### config.mk
export PLATFORM = sky130hd
export DESIGN_NAME = reset_sequencer_flat
export DESIGN_NICKNAME = d
export VERILOG_FILES = /design/src/rtl/reset_sequencer_if.sv /design/src/rtl/reset_sequencer.sv /design/src/flat_wrapper.sv
export SDC_FILE = /design/constraint.sdc
export NUM_CORES = 1
export LEC_CHECK = 0
export BUFFER_PORTS_ARGS = -buffer_cell sky130_fd_sc_hd__buf_2
export CAP_MARGIN = 20
export CORE_MARGIN = 2
export CORE_UTILIZATION = 60
export DETAILED_ROUTE_END_ITERATION = 10
export PLACE_DENSITY_LB_ADDON = 0.3
export SYNTH_ARGS = -nofsm -noshare
export SYNTH_HDL_FRONTEND = slang
export SYNTH_SLANG_ARGS = --single-unit
### constraint.sdc
create_clock -name clk_in -period 2.86 [get_ports clk_in]
set_input_delay 0.143 -clock clk_in [delete_from_list [all_inputs] [get_ports clk_in]]
set_output_delay 0.143 -clock clk_in [all_outputs]
set_load 0.01 [all_outputs]
### src/rtl/reset_sequencer_if.sv
// Reset sequencer bus: PLL lock and software request in, staged resets out.
// Optional watchdog signals exist only when RST_WATCHDOG_EN is defined.
interface reset_sequencer_if #(
  parameter int N_CH = 4
);
  logic            clk_locked;
  logic            sw_rst_req;
  logic [N_CH-1:0] rst_out;
  logic [N_CH-1:0] n_rst_out;
  logic            rst_done;
`ifdef RST_WATCHDOG_EN
  logic            wdt_kick;
  logic            wdt_flag;

  modport master (
    output clk_locked, sw_rst_req, wdt_kick,
    input  rst_out, n_rst_out, rst_done, wdt_flag
  );
  modport slave (
    input  clk_locked, sw_rst_req, wdt_kick,
    output rst_out, n_rst_out, rst_done, wdt_flag
  );
`else
  modport master (
    output clk_locked, sw_rst_req,
    input  rst_out, n_rst_out, rst_done
  );
  modport slave (
    input  clk_locked, sw_rst_req,
    output rst_out, n_rst_out, rst_done
  );
`endif
endinterface

### src/rtl/reset_sequencer.sv
// Staged reset sequencer: filters PLL lock, holds all channels in reset,
// then releases them one by one, lowest index first. Lock loss or a
// software request re-asserts every channel. All outputs are registered.
// Optional macro RST_WATCHDOG_EN adds a RUN-state watchdog (wdt_kick/wdt_flag).
module reset_sequencer #(
  parameter int N_CH        = 4,
  parameter int LOCK_FILTER = 4,
  parameter int HOLD_CYCLES = 16,
  parameter int STAGE_GAP   = 8,
  parameter int CNT_W       = 8,
  parameter int WDT_CYCLES  = 1024
) (
  input  logic             clk_in,
  input  logic             rst_in,
  reset_sequencer_if.slave bus
);

  localparam int MAX_LH  = (LOCK_FILTER > HOLD_CYCLES) ? LOCK_FILTER : HOLD_CYCLES;
  localparam int MAX_CNT = (MAX_LH > STAGE_GAP) ? MAX_LH : STAGE_GAP;
  localparam int IDX_W   = (N_CH > 1) ? $clog2(N_CH) : 1;

  // Parameter sanity: the shared counter must hold the largest terminal count
  if ((MAX_CNT >> CNT_W) != 0) begin : g_cnt_w_too_small
    $error("reset_sequencer: CNT_W too small for LOCK_FILTER/HOLD_CYCLES/STAGE_GAP");
  end
  if (N_CH < 1 || LOCK_FILTER < 1 || HOLD_CYCLES < 1 || STAGE_GAP < 1 || WDT_CYCLES < 1)
  begin : g_param_range
    $error("reset_sequencer: parameters must all be >= 1");
  end

  typedef enum logic [1:0] {WAIT_LOCK, HOLD, RELEASE, RUN} state_t;

  state_t          state_q;
  logic [CNT_W-1:0] cnt_q;
  logic [IDX_W-1:0] idx_q;
  logic [N_CH-1:0] rst_out_q;
  logic [N_CH-1:0] n_rst_out_q;
  logic            rst_done_q;
  logic            lock_meta_q;
  logic            lock_s_q;
  logic            abort_req;

`ifdef RST_WATCHDOG_EN
  localparam int WDT_W = $clog2(WDT_CYCLES + 1);
  logic [WDT_W-1:0] wdt_cnt_q;
  logic             wdt_flag_q;
  logic             wdt_fire;

  // The watchdog only bites in RUN, on the edge where the count would reach WDT_CYCLES
  assign wdt_fire  = (state_q == RUN) && !bus.wdt_kick &&
                     (wdt_cnt_q == WDT_W'(WDT_CYCLES - 1));
  assign abort_req = bus.sw_rst_req | wdt_fire;

  // Watchdog counter runs only in RUN; any kick, abort or state exit clears it
  always_ff @(posedge clk_in or posedge rst_in) begin
    if (rst_in) begin
      wdt_cnt_q  <= '0;
      wdt_flag_q <= 1'b0;
    end else begin
      if (state_q != RUN || !lock_s_q || bus.sw_rst_req || bus.wdt_kick || wdt_fire)
        wdt_cnt_q <= '0;
      else
        wdt_cnt_q <= wdt_cnt_q + 1'b1;
      if (lock_s_q && wdt_fire)
        wdt_flag_q <= 1'b1;
    end
  end

  assign bus.wdt_flag = wdt_flag_q;
`else
  assign abort_req = bus.sw_rst_req;
`endif

  // Two-flop synchroniser for the asynchronous PLL lock
  always_ff @(posedge clk_in or posedge rst_in) begin
    if (rst_in) begin
      lock_meta_q <= 1'b0;
      lock_s_q    <= 1'b0;
    end else begin
      lock_meta_q <= bus.clk_locked;
      lock_s_q    <= lock_meta_q;
    end
  end

  // Sequencer FSM with registered reset outputs
  always_ff @(posedge clk_in or posedge rst_in) begin
    if (rst_in) begin
      state_q     <= WAIT_LOCK;
      cnt_q       <= '0;
      idx_q       <= '0;
      rst_out_q   <= '1;
      n_rst_out_q <= '0;
      rst_done_q  <= 1'b0;
    end else if (state_q == WAIT_LOCK) begin
      // Software requests are ignored until lock has been accepted
      if (!lock_s_q) begin
        cnt_q <= '0;
      end else if (cnt_q == CNT_W'(LOCK_FILTER - 1)) begin
        state_q <= HOLD;
        cnt_q   <= '0;
      end else begin
        cnt_q <= cnt_q + 1'b1;
      end
    end else if (!lock_s_q) begin
      // Lock loss beats everything else and forces a fresh lock filter
      state_q     <= WAIT_LOCK;
      cnt_q       <= '0;
      idx_q       <= '0;
      rst_out_q   <= '1;
      n_rst_out_q <= '0;
      rst_done_q  <= 1'b0;
    end else if (abort_req) begin
      // Re-enter (or restart) HOLD without re-filtering lock
      state_q     <= HOLD;
      cnt_q       <= '0;
      idx_q       <= '0;
      rst_out_q   <= '1;
      n_rst_out_q <= '0;
      rst_done_q  <= 1'b0;
    end else begin
      case (state_q)
        HOLD: begin
          if (cnt_q == CNT_W'(HOLD_CYCLES - 1)) begin
            cnt_q          <= '0;
            rst_out_q[0]   <= 1'b0;
            n_rst_out_q[0] <= 1'b1;
            if (N_CH == 1) begin
              state_q    <= RUN;
              rst_done_q <= 1'b1;
            end else begin
              state_q <= RELEASE;
              idx_q   <= IDX_W'(1);
            end
          end else begin
            cnt_q <= cnt_q + 1'b1;
          end
        end
        RELEASE: begin
          if (cnt_q == CNT_W'(STAGE_GAP - 1)) begin
            cnt_q              <= '0;
            rst_out_q[idx_q]   <= 1'b0;
            n_rst_out_q[idx_q] <= 1'b1;
            if (idx_q == IDX_W'(N_CH - 1)) begin
              state_q    <= RUN;
              rst_done_q <= 1'b1;
            end else begin
              idx_q <= idx_q + 1'b1;
            end
          end else begin
            cnt_q <= cnt_q + 1'b1;
          end
        end
        default: begin
          // RUN: hold everything released until an abort
        end
      endcase
    end
  end

  assign bus.rst_out   = rst_out_q;
  assign bus.n_rst_out = n_rst_out_q;
  assign bus.rst_done  = rst_done_q;

endmodule

### src/flat_wrapper.sv
// flat-port wrapper written by rule: the top's interface ports become plain ports
module reset_sequencer_flat 
#(
  parameter int N_CH        = 4,
  parameter int LOCK_FILTER = 4,
  parameter int HOLD_CYCLES = 16,
  parameter int STAGE_GAP   = 8,
  parameter int CNT_W       = 8,
  parameter int WDT_CYCLES  = 1024
)
  (clk_in, rst_in, bus_clk_locked, bus_sw_rst_req, bus_rst_out, bus_n_rst_out, bus_rst_done);
  reset_sequencer_if #(.N_CH(N_CH)) bus_i ();
  input  logic clk_in;
  input  logic rst_in;
  input wire logic [$bits(bus_i.clk_locked)-1:0] bus_clk_locked;
  input wire logic [$bits(bus_i.sw_rst_req)-1:0] bus_sw_rst_req;
  output wire logic [$bits(bus_i.rst_out)-1:0] bus_rst_out;
  output wire logic [$bits(bus_i.n_rst_out)-1:0] bus_n_rst_out;
  output wire logic [$bits(bus_i.rst_done)-1:0] bus_rst_done;
  assign bus_i.clk_locked = bus_clk_locked;
  assign bus_i.sw_rst_req = bus_sw_rst_req;
  assign bus_rst_out = bus_i.rst_out;
  assign bus_n_rst_out = bus_i.n_rst_out;
  assign bus_rst_done = bus_i.rst_done;
  reset_sequencer #(.N_CH(N_CH), .LOCK_FILTER(LOCK_FILTER), .HOLD_CYCLES(HOLD_CYCLES), .STAGE_GAP(STAGE_GAP), .CNT_W(CNT_W), .WDT_CYCLES(WDT_CYCLES)) u_core (.clk_in(clk_in), .rst_in(rst_in), .bus(bus_i));
endmodule
==> results.toml, run 1 <==
[global_routing]
grt_antenna_before_repair = 0
grt_use_met3_pct = 3.107
grt_use_met1_pct = 30.07
grt.total_usage_pct = 23.59
use_met2_pct = 39.58
grt_overflow = 0
grt_pass1_vias = 1115
busiest_layer = "met2"
grt_max_degree = 24
grt_pass1_wl_um = 4899

[timing]
skew_ps = 1.165
finalHoldViolCount = 2
clock.fmax_ghz = 0.5043
holdWs_ps = -1.831
setup_violations = 0
slew_headroom_pct = 41.65
period_needed_ps = 1983
setup_ws_ps = 877.2
final-max-slew-violation-count = 0
fin_tns_setup_ps = 0
rsz0062_at_grt = "false"
min_period_over_period_pct = 69.33
tightest_slew_ps = 874.4

[pwr]
ir_drop_mv = 0.4243
cellPowerDensity_mw_per_mm2 = 502.5
p_leak_nw = 0.6342

[logic_synthesis]
yosysWarnings = 0
muxShareOfSynthArea_pct = 0.6926
synth-async-reset-ratio_pct = 100.0
syn_inst = 151
synth_top_family_by_area = "compound AO/OA/AOI/OAI gates"
synth_flop_cell = "dfrtp_1"
yosys.area.top_type_share_pct = 32.90
synth_edf_count = 0
yosys-top-cells-area = "dfrtp_1, dfstp_2, ha_1"
seq_area_frac_synth_pct = 40.17
synth_xor_area_share_pct = 0.6061
synth.cell_area_mm2 = 0.001445
syn_area_per_cell_um2 = 9.570
synth.distinct_cells = 52
ys_ff_latch = 23
synth_compound_area_share_pct = 23.90
synth-adder-area-share_pct = 5.195
synth_top_cell_by_area = "dfrtp_1"
synthesis.nets = 161
synthSimpleGateAreaFrac_pct = 22.77

[layout]
finalInstanceArea_mm2 = 0.001518
post-route-util_pct = 67.31
area_delta_synth_final_pct = 5.022
antenna_cells = 0
fillers = 196
drive_gt1_share_pct = 19.25
fin_nets = 172

[detailed_routing]
drc = 0
drtPass1Iterations = 4
drt_iter0_markers = 19
totalWireLength_um = 2936
vias = 1199
vias_per_cell = 6.344
routedWlPerCell_um = 15.53
ant_nets = 0

[clock_network]
clkLatencyLatePin_ps = 300
clock-sinks = 23
cts_buffer_depth = 2
root_buffer = "clkbuf_4"
h-tree-depth = 1
path_clk_slew_ps = 120
ctsResizeCount = 0
cts_tree = "yes"
numCtsBuffers = 3
post-cts-setup-buffers = 0

[floorplanning]
rows = 17
dieArea_mm2 = 0.002817
die_w_um = 53.08
io_pins = 13
start_util_pct = 64.10
coreArea_mm2 = 0.002255
fp.dieH_um = 53.08

[placement]
dp_hpwl_um = 2084
dpl_cell_area_mm2 = 0.001481
port_buffers = 12
place_congestion = 0.9033
dpl_worst_slack_ps = 948.4

[setup_path]
startpoint_type = "flop"
worstPathMaxFanout = 23
cp.arrival_ps = 2220
endpoint_kind = "flop"
critPathRequiredTime_ps = 3100
reg2reg_slack_ps = 880
worstSetupPathType = "reg2reg"

[hold_path]
hold_path.class = "in2async"

[status]
violations = "hold timing"
status = "finished, violations left"

[flow_run]
maxCapViolations = 0
-- metal layers --
layer	part of all wire (%)	wire (um)	vias to the layer above
met5	0	0	-
met4	1.3	39	0
met3	2.6	76	6
met2	49	1442	24
met1	47	1377	576
li1	-	-	593
-- through the flow --
step / power (mW) / instances / hold slack [ps]
3_5_place_dp: 0.6200 / 184 / 254.0
5_1_grt: 0.8082 / 189 / 68.56
2_1_floorplan: 0.5606 / 151 / 142.0
3_3_place_gp: 0.6109 / 184 / 254.3
6_report: 0.7626 / 189 / -1.831
4_1_cts: 0.7655 / 189 / 27.91
-- final cells by class --
type                    instances  area, um^2  area share (%)
flip-flops and latches         23       580.6           38.25
multi-input cells             111       768.2           50.62
clock buffers                   4       26.28           1.731
repair buffers                 13       70.07           4.617
inverters                      10       37.54           2.473
well taps                      28       35.03           2.308
-- cell families (layout without fill, tap and decap cells) --
logic type / after synthesis / count (layout)
and+or+nand+nor: 57 / 57
AOI/OAI and AO/OA: 46 / 46
DFF: 23 / 23
buffers and inverters: 17 / 27
adders and majority gates: 6 / 6
xor gates and xnor gates: 1 / 1
muxes: 1 / 1
-- report_power, final --
part	internal (mW)	switching [mW]	leakage, nW
clock	0.0543	0.0955	0.0150
combinational	0.0868	0.100	0.324
sequential	0.382	0.0438	0.295
-- cell usage in the layout (no fill, tap or decap), types with 2 or more instances in the layout --
cell      Yosys  routed
a211oi_1      2       2
a21o_1        2       2
a21oi_1       3       3
a31oi_1       3       3
buf_2         0      12
clkbuf_4      0       3
dfrtp_1      19      19
dfstp_2       4       4
ha_1          6       6
inv_1        10      10
nand2_1      12      12
nand3_1       4       4
nand4_1       2       2
nor2_1       11      11
nor3_1        8       8
nor4_1        5       5
o21a_1        3       3
o21ai_0       6       6
o21ai_1       5       5
o22a_1        2       2
o22ai_1       3       3
o31ai_1       5       5
-- worst max-delay path: stages (launching register included) --
cell     delay (ps)
dfrtp_1         660
or2_2           450
o32ai_2         500
o31ai_1         120
o22ai_1         180
-- flip-flops by register name, summed over array words and instances, names as in the netlist --
signal	cells
u_core.cnt_q	8
u_core.bus.rst_done	1
u_core.bus.rst_out	4
u_core.state_q	2
u_core.idx_q	2
u_core.lock_s_q	1
u_core.lock_meta_q	1
u_core.bus.n_rst_out	4
-- worst paths after layout --
| path | depth (start not counted) | startpoint | end |
|---|---|---|---|
| setup / recovery | 4 | u_core.state_q[0] | u_core.cnt_q[5] |
| hold / removal | 2 | rst_in | u_core.bus.rst_done |
| setup reg to reg | 4 | u_core.state_q[0] | u_core.cnt_q[5] |
| hold reg to reg | 0 | u_core.lock_meta_q | u_core.lock_s_q |
| max in group asynchronous | 2 | rst_in | u_core.state_q[1] |
| min in group clk_in | 3 | bus_sw_rst_req | u_core.cnt_q[2] |
-- Yosys cell counts, types with 3 or more instances --
cell type  count
a21oi_1        3
o22ai_1        3
dfrtp_1       19
o21ai_1        5
nor2_1        11
clkbuf_1       3
dfstp_2        4
buf_6          3
nand2_1       12
inv_1         10
a31oi_1        3
nand3_1        4
nor4_1         5
nor3_1         8
ha_1           6
o21a_1         3
o31ai_1        5
o21ai_0        6
-- what timing repair did --
action | CTS | global route
hold buffers | 1 | 0
hold endpoints to repair | 1 | 0
setup endpoints to repair | 0 | 0
Note: power is estimated with default switching activity, not from simulation.
==> run 2: changes to the inputs <==
--- a/config.mk
+++ b/config.mk
@@ -8,7 +8,7 @@
 export BUFFER_PORTS_ARGS = -buffer_cell sky130_fd_sc_hd__buf_2
 export CAP_MARGIN = 20
 export CORE_MARGIN = 2
-export CORE_UTILIZATION = 60
+export CORE_UTILIZATION = 52
 export DETAILED_ROUTE_END_ITERATION = 10
 export PLACE_DENSITY_LB_ADDON = 0.3
 export SYNTH_ARGS = -nofsm -noshare
==> constraint.sdc (replaced) <==
create_clock -name clk_in -period 1.64 [get_ports clk_in]
set_input_delay 0.082 -clock clk_in [delete_from_list [all_inputs] [get_ports clk_in]]
set_output_delay 0.082 -clock clk_in [all_outputs]
set_load 0.01 [all_outputs]
==> run 2 against run 1 <==
Net effect: the flow finishes with violations (setup timing); final area rose by 19%; combinational power rose by 120%; sequential power rose by 73%; core utilization barely moved; critical endpoint is now u_core.idx_q[1].
==> results.toml, run 2 (synthesis gave the netlist of run 1 again) <==
[floorplanning]
rows = 19
dieArea_mm2 = 0.003217
start_util_pct = 53.80
io_pins = 13
fp.dieH_um = 56.72
coreArea_mm2 = 0.002686
die_w_um = 56.72

[placement]
dpl_worst_slack_ps = -130.2
port_buffers = 12
place_congestion = 0.8329
dp_hpwl_um = 2361

[timing]
finalHoldViolCount = 0
setup_violations = 11
holdWs_ps = 192.1
rsz0062_at_grt = "true"
tightest_slew_ps = 647.3
min_period_over_period_pct = 105.5
slew_headroom_pct = 56.84
clock.fmax_ghz = 0.5782
period_needed_ps = 1729
final-max-slew-violation-count = 0
setup_ws_ps = -89.49
skew_ps = 1.262

[global_routing]
grt_max_degree = 22
grt_pass1_vias = 1263
grt.total_usage_pct = 22.62
grt_overflow = 0
grt_pass1_wl_um = 5727
grt_antenna_before_repair = 0

[setup_path]
startpoint_type = "flop"
endpoint_kind = "flop"
worstSetupPathType = "reg2reg"
reg2reg_from = "u_core.cnt_q[7]"
cp.arrival_ps = 1940
critPathRequiredTime_ps = 1850
cp-startpoint = "u_core.cnt_q[7]"
worstPathMaxFanout = 6

[layout]
largest_register_ffs = 8
antenna_cells = 0
fin_nets = 193
final-seq-area_um2 = 580.6
drive_gt1_share_pct = 35.16
largest_register = "u_core.cnt_q"
area_delta_synth_final_pct = 25.20
fillers = 205
mostFrequentLayoutCells = "buf_4, dfrtp_1, nand2_1, buf_2"
multi_input_area_um2 = 890.9

[pwr]
p_leak_nw = 0.7575
total_power_mw = 1.426
cellPowerDensity_mw_per_mm2 = 788.3
ir_drop_mv = 0.8259

[status]
violations = "setup timing"
status = "finished, violations left"

[detailed_routing]
vias = 1329
drc = 0
routedWlPerCell_um = 16.77
drt_iter0_markers = 56
vias_per_cell = 6.239
ant_nets = 0
drtPass1Iterations = 4
totalWireLength_um = 3571

[clock_network]
cts_tree = "yes"
numCtsBuffers = 3
root_buffer = "clkbuf_4"
cts_buffer_depth = 2
path_clk_slew_ps = 130
h-tree-depth = 1
clock-sinks = 23
clkLatencyLatePin_ps = 320

[hold_path]
min_from = "bus_sw_rst_req"
hold_path.class = "in2reg"

[flow_run]
maxCapViolations = 0
-- run 2: cell types whose count changed in the layout (fill, tap and decap cells not counted), moves of 2 or more --
| cell | delta |
|---|---|
| buf_4 | +19 |
| o31ai_1 | -3 |
| nor4_1 | -2 |
| nor4_2 | +2 |
| o31ai_2 | +2 |
-- run 2: final timing paths --
path,endpoint,slack (ps),cells after the start
hold reg to reg,u_core.lock_s_q,370,0
setup reg to reg,u_core.idx_q[1],-90,5
setup / recovery,u_core.idx_q[1],-90,5
hold / removal,u_core.cnt_q[2],190,3
min in group asynchronous,u_core.bus.rst_done,330,3
max in group asynchronous,u_core.cnt_q[2],760,4
-- run 2: timing repair --
action / in CTS / in global routing
buffers inserted: 0 / 1
hold buffers: 2 / 0
endpoints found under the hold margin: 10 / 0
cloned: 0 / 0
pin swaps: 1 / 3
gates resized for setup: 7 / 12
endpoints found under the setup margin: 12 / 19
-- run 2: critical path, cell delays in order (launching register included) --
cell and delay, ps:
dfrtp_1 400, or4_4 590, buf_4 190, nor2_1 150, o311a_4 210, a31oi_1 80
-- run 2: layout make-up --
type,instances,area share [%]
Multi-Input combinational cell,111,49.24
Sequential cell,23,32.09
Timing Repair Buffer,34,12.93
Tap cell,31,2.144
Inverter,10,2.075
Clock buffer,3,1.245
Clock inverter,1,0.2766
-- run 2: report_power, final --
| part | switching [mW] | total [mW] | internal (mW) |
|---|---|---|---|
| sequential | 0.0696 | 0.736 | 0.666 |
| combinational | 0.220 | 0.416 | 0.196 |
| clock | 0.183 | 0.275 | 0.0914 |
-- run 2: routing by layer --
layer / share of wire (%) / GRT usage [%]
met1: 42 / 31.33
met2: 51 / 35.88
met3: 4.6 / 2.995
met4: 2.0 / 8.503
met5: 0 / 0
-- run 2: stage by stage --
| stage | utilization [%] | TNS (ps) | std cells | instance area (um^2) |
|---|---|---|---|---|
| 2_1_floorplan | - | -607.0 | 151 | 1458 |
| 3_3_place_gp | 61.06 | -119.0 | 206 | 1640 |
| 3_5_place_dp | 61.06 | -520.8 | 206 | 1640 |
| 4_1_cts | 64.42 | -473.9 | 212 | 1730 |
| 5_1_grt | 67.35 | -1655 | 213 | 1809 |
| 6_report | 67.35 | -630.2 | 213 | 1809 |
==> run 3: changes to the inputs <==
--- a/config.mk
+++ b/config.mk
@@ -8,9 +8,9 @@
 export BUFFER_PORTS_ARGS = -buffer_cell sky130_fd_sc_hd__buf_2
 export CAP_MARGIN = 20
 export CORE_MARGIN = 2
-export CORE_UTILIZATION = 52
+export CORE_UTILIZATION = 58
 export DETAILED_ROUTE_END_ITERATION = 10
-export PLACE_DENSITY_LB_ADDON = 0.3
+export PLACE_DENSITY = 0.88
 export SYNTH_ARGS = -nofsm -noshare
 export SYNTH_HDL_FRONTEND = slang
 export SYNTH_SLANG_ARGS = --single-unit
==> constraint.sdc (replaced) <==
create_clock -name clk_in -period 1.8 [get_ports clk_in]
set_input_delay 0.09 -clock clk_in [delete_from_list [all_inputs] [get_ports clk_in]]
set_output_delay 0.09 -clock clk_in [all_outputs]
set_load 0.01 [all_outputs]
==> run 3 against run 2 <==
Net effect: the flow still finishes with violations (setup timing); final cell count shrank 4.2%; combinational power fell by 20%; sequential cell count unchanged; sequential power is 8.6% lower.
==> results.toml, run 3 (synthesis gave the netlist of run 1 again) <==
[setup_path]
startpoint_type = "flop"
worstReg2RegEnd = "u_core.idx_q[1]"
cp.arrival_ps = 2060
worstPathMaxFanout = 9
reg2reg_from = "u_core.cnt_q[7]"
reg2reg_slack_ps = -3
endpoint_kind = "flop"
critPathRequiredTime_ps = 2060
r2r_cells = 4
worstSetupPathType = "reg2reg"

[timing]
period_needed_ps = 1803
clock.fmax_ghz = 0.5547
tightest_slew_ps = 595.4
rsz0062_at_grt = "true"
slew_headroom_pct = 60.31
min_period_over_period_pct = 100.1
setup_ws_ps = -2.652
holdWs_ps = 166.6
skew_ps = 11.06
finalHoldViolCount = 0
final-max-slew-violation-count = 0
setup_violations = 1

[hold_path]
min_from = "bus_sw_rst_req"
hold_path.class = "in2reg"
min_to = "u_core.cnt_q[2]"
holdPathStages = 3

[layout]
antenna_cells = 0
fin_nets = 185
drive_gt1_share_pct = 25.29
area_delta_synth_final_pct = 13.25
layout_commonest_cell = "dfrtp_1"
mostFrequentLayoutCells = "dfrtp_1, nand2_1, buf_2, buf_4, nor2_1"
largest_register = "u_core.cnt_q"
largest_register_ffs = 8

[pwr]
total_power_mw = 1.262
ir_drop_mv = 0.7201
p_leak_nw = 0.7005
cellPowerDensity_mw_per_mm2 = 771.0

[clock_network]
root_buffer = "clkbuf_4"
cts_tree = "yes"
cts_buffer_depth = 2
post-cts-setup-buffers = 0
clkLatencyLatePin_ps = 330
h-tree-depth = 1
path_clk_slew_ps = 140
numCtsBuffers = 3
clock-sinks = 23

[floorplanning]
dieArea_mm2 = 0.002907
die_w_um = 53.92
start_util_pct = 59.97
rows = 18
io_pins = 13
fp.dieH_um = 53.92
coreArea_mm2 = 0.002410

[placement]
port_buffers = 12
place_congestion = 0.9157
dp_hpwl_um = 2350

[detailed_routing]
ant_nets = 0
routedWlPerCell_um = 16.24
vias = 1295
drt_iter0_markers = 46
vias_per_cell = 6.348
drtPass1Iterations = 4
totalWireLength_um = 3313
drc = 0

[global_routing]
grt_antenna_before_repair = 0
grt_pass1_wl_um = 5547
grt_pass1_vias = 1221
grt_max_degree = 24
grt.total_usage_pct = 26.92
grt_overflow = 0

[status]
status = "finished, violations left"
violations = "setup timing"

[flow_run]
maxCapViolations = 0
[run 3: how the worst max path moves through the flow]
stage                              end  cells after the start       startpoint  slack, ps
3_3_place_gp           u_core.cnt_q[5]                      4  u_core.cnt_q[7]         80
6_report               u_core.idx_q[1]                      4  u_core.cnt_q[7]         -3
2_1_floorplan          u_core.cnt_q[5]                      5  u_core.cnt_q[7]          3
5_1_grt        u_core.bus.n_rst_out[3]                      4  u_core.cnt_q[7]        -80
3_5_place_dp           u_core.cnt_q[7]                      4  u_core.cnt_q[7]         20
4_1_cts                u_core.cnt_q[1]                      4  u_core.cnt_q[7]         -5
[run 3: critical path: stages, from the launching register on]
cell and delay (ps):
dfrtp_1 410, or4_4 590, nor2_2 370, a41oi_1 180, a31oi_1 180
[run 3: cell type report]
cell class	instances	area (um^2)
flip-flops and latches	23	580.6
well taps	30	37.54
clock inverters	1	7.507
inverters	10	37.54
repair buffers	26	170.2
multi-input cells	111	780.7
clock buffers	3	22.52
fillers	174	773.2
[run 3: layer usage]
metal  GRT usage [%]  wire, um
met3           5.000       199
met2           44.72      1691
met5               0         0
met1           34.35      1354
met4           11.11        68
[run 3: timing repair]
item | 4_1_cts | 5_1_grt
hold endpoints to repair | 20 | 0
hold buffers | 2 | 0
setup endpoints to repair | 2 | 16
gates resized for setup | 0 | 1
pin swaps | 0 | 0
[run 3: power breakdown]
| part | total [mW] | switching, mW | internal (mW) |
|---|---|---|---|
| Clock | 0.256 | 0.171 | 0.0852 |
| Combinational | 0.332 | 0.183 | 0.150 |
| Sequential | 0.673 | 0.0665 | 0.607 |
[run 3: stage by stage]
stage	setup slack, ps	setup TNS, ps	utilization (%)	std cells	area (um^2)
2_1_floorplan	3.054	0	-	151	1445
3_3_place_gp	79.17	0	65.32	198	1574
3_5_place_dp	18.89	0	65.32	198	1574
4_1_cts	-4.646	-5.707	67.39	204	1624
5_1_grt	-75.36	-849.3	67.91	204	1637
6_report	-2.652	-2.652	67.91	204	1637
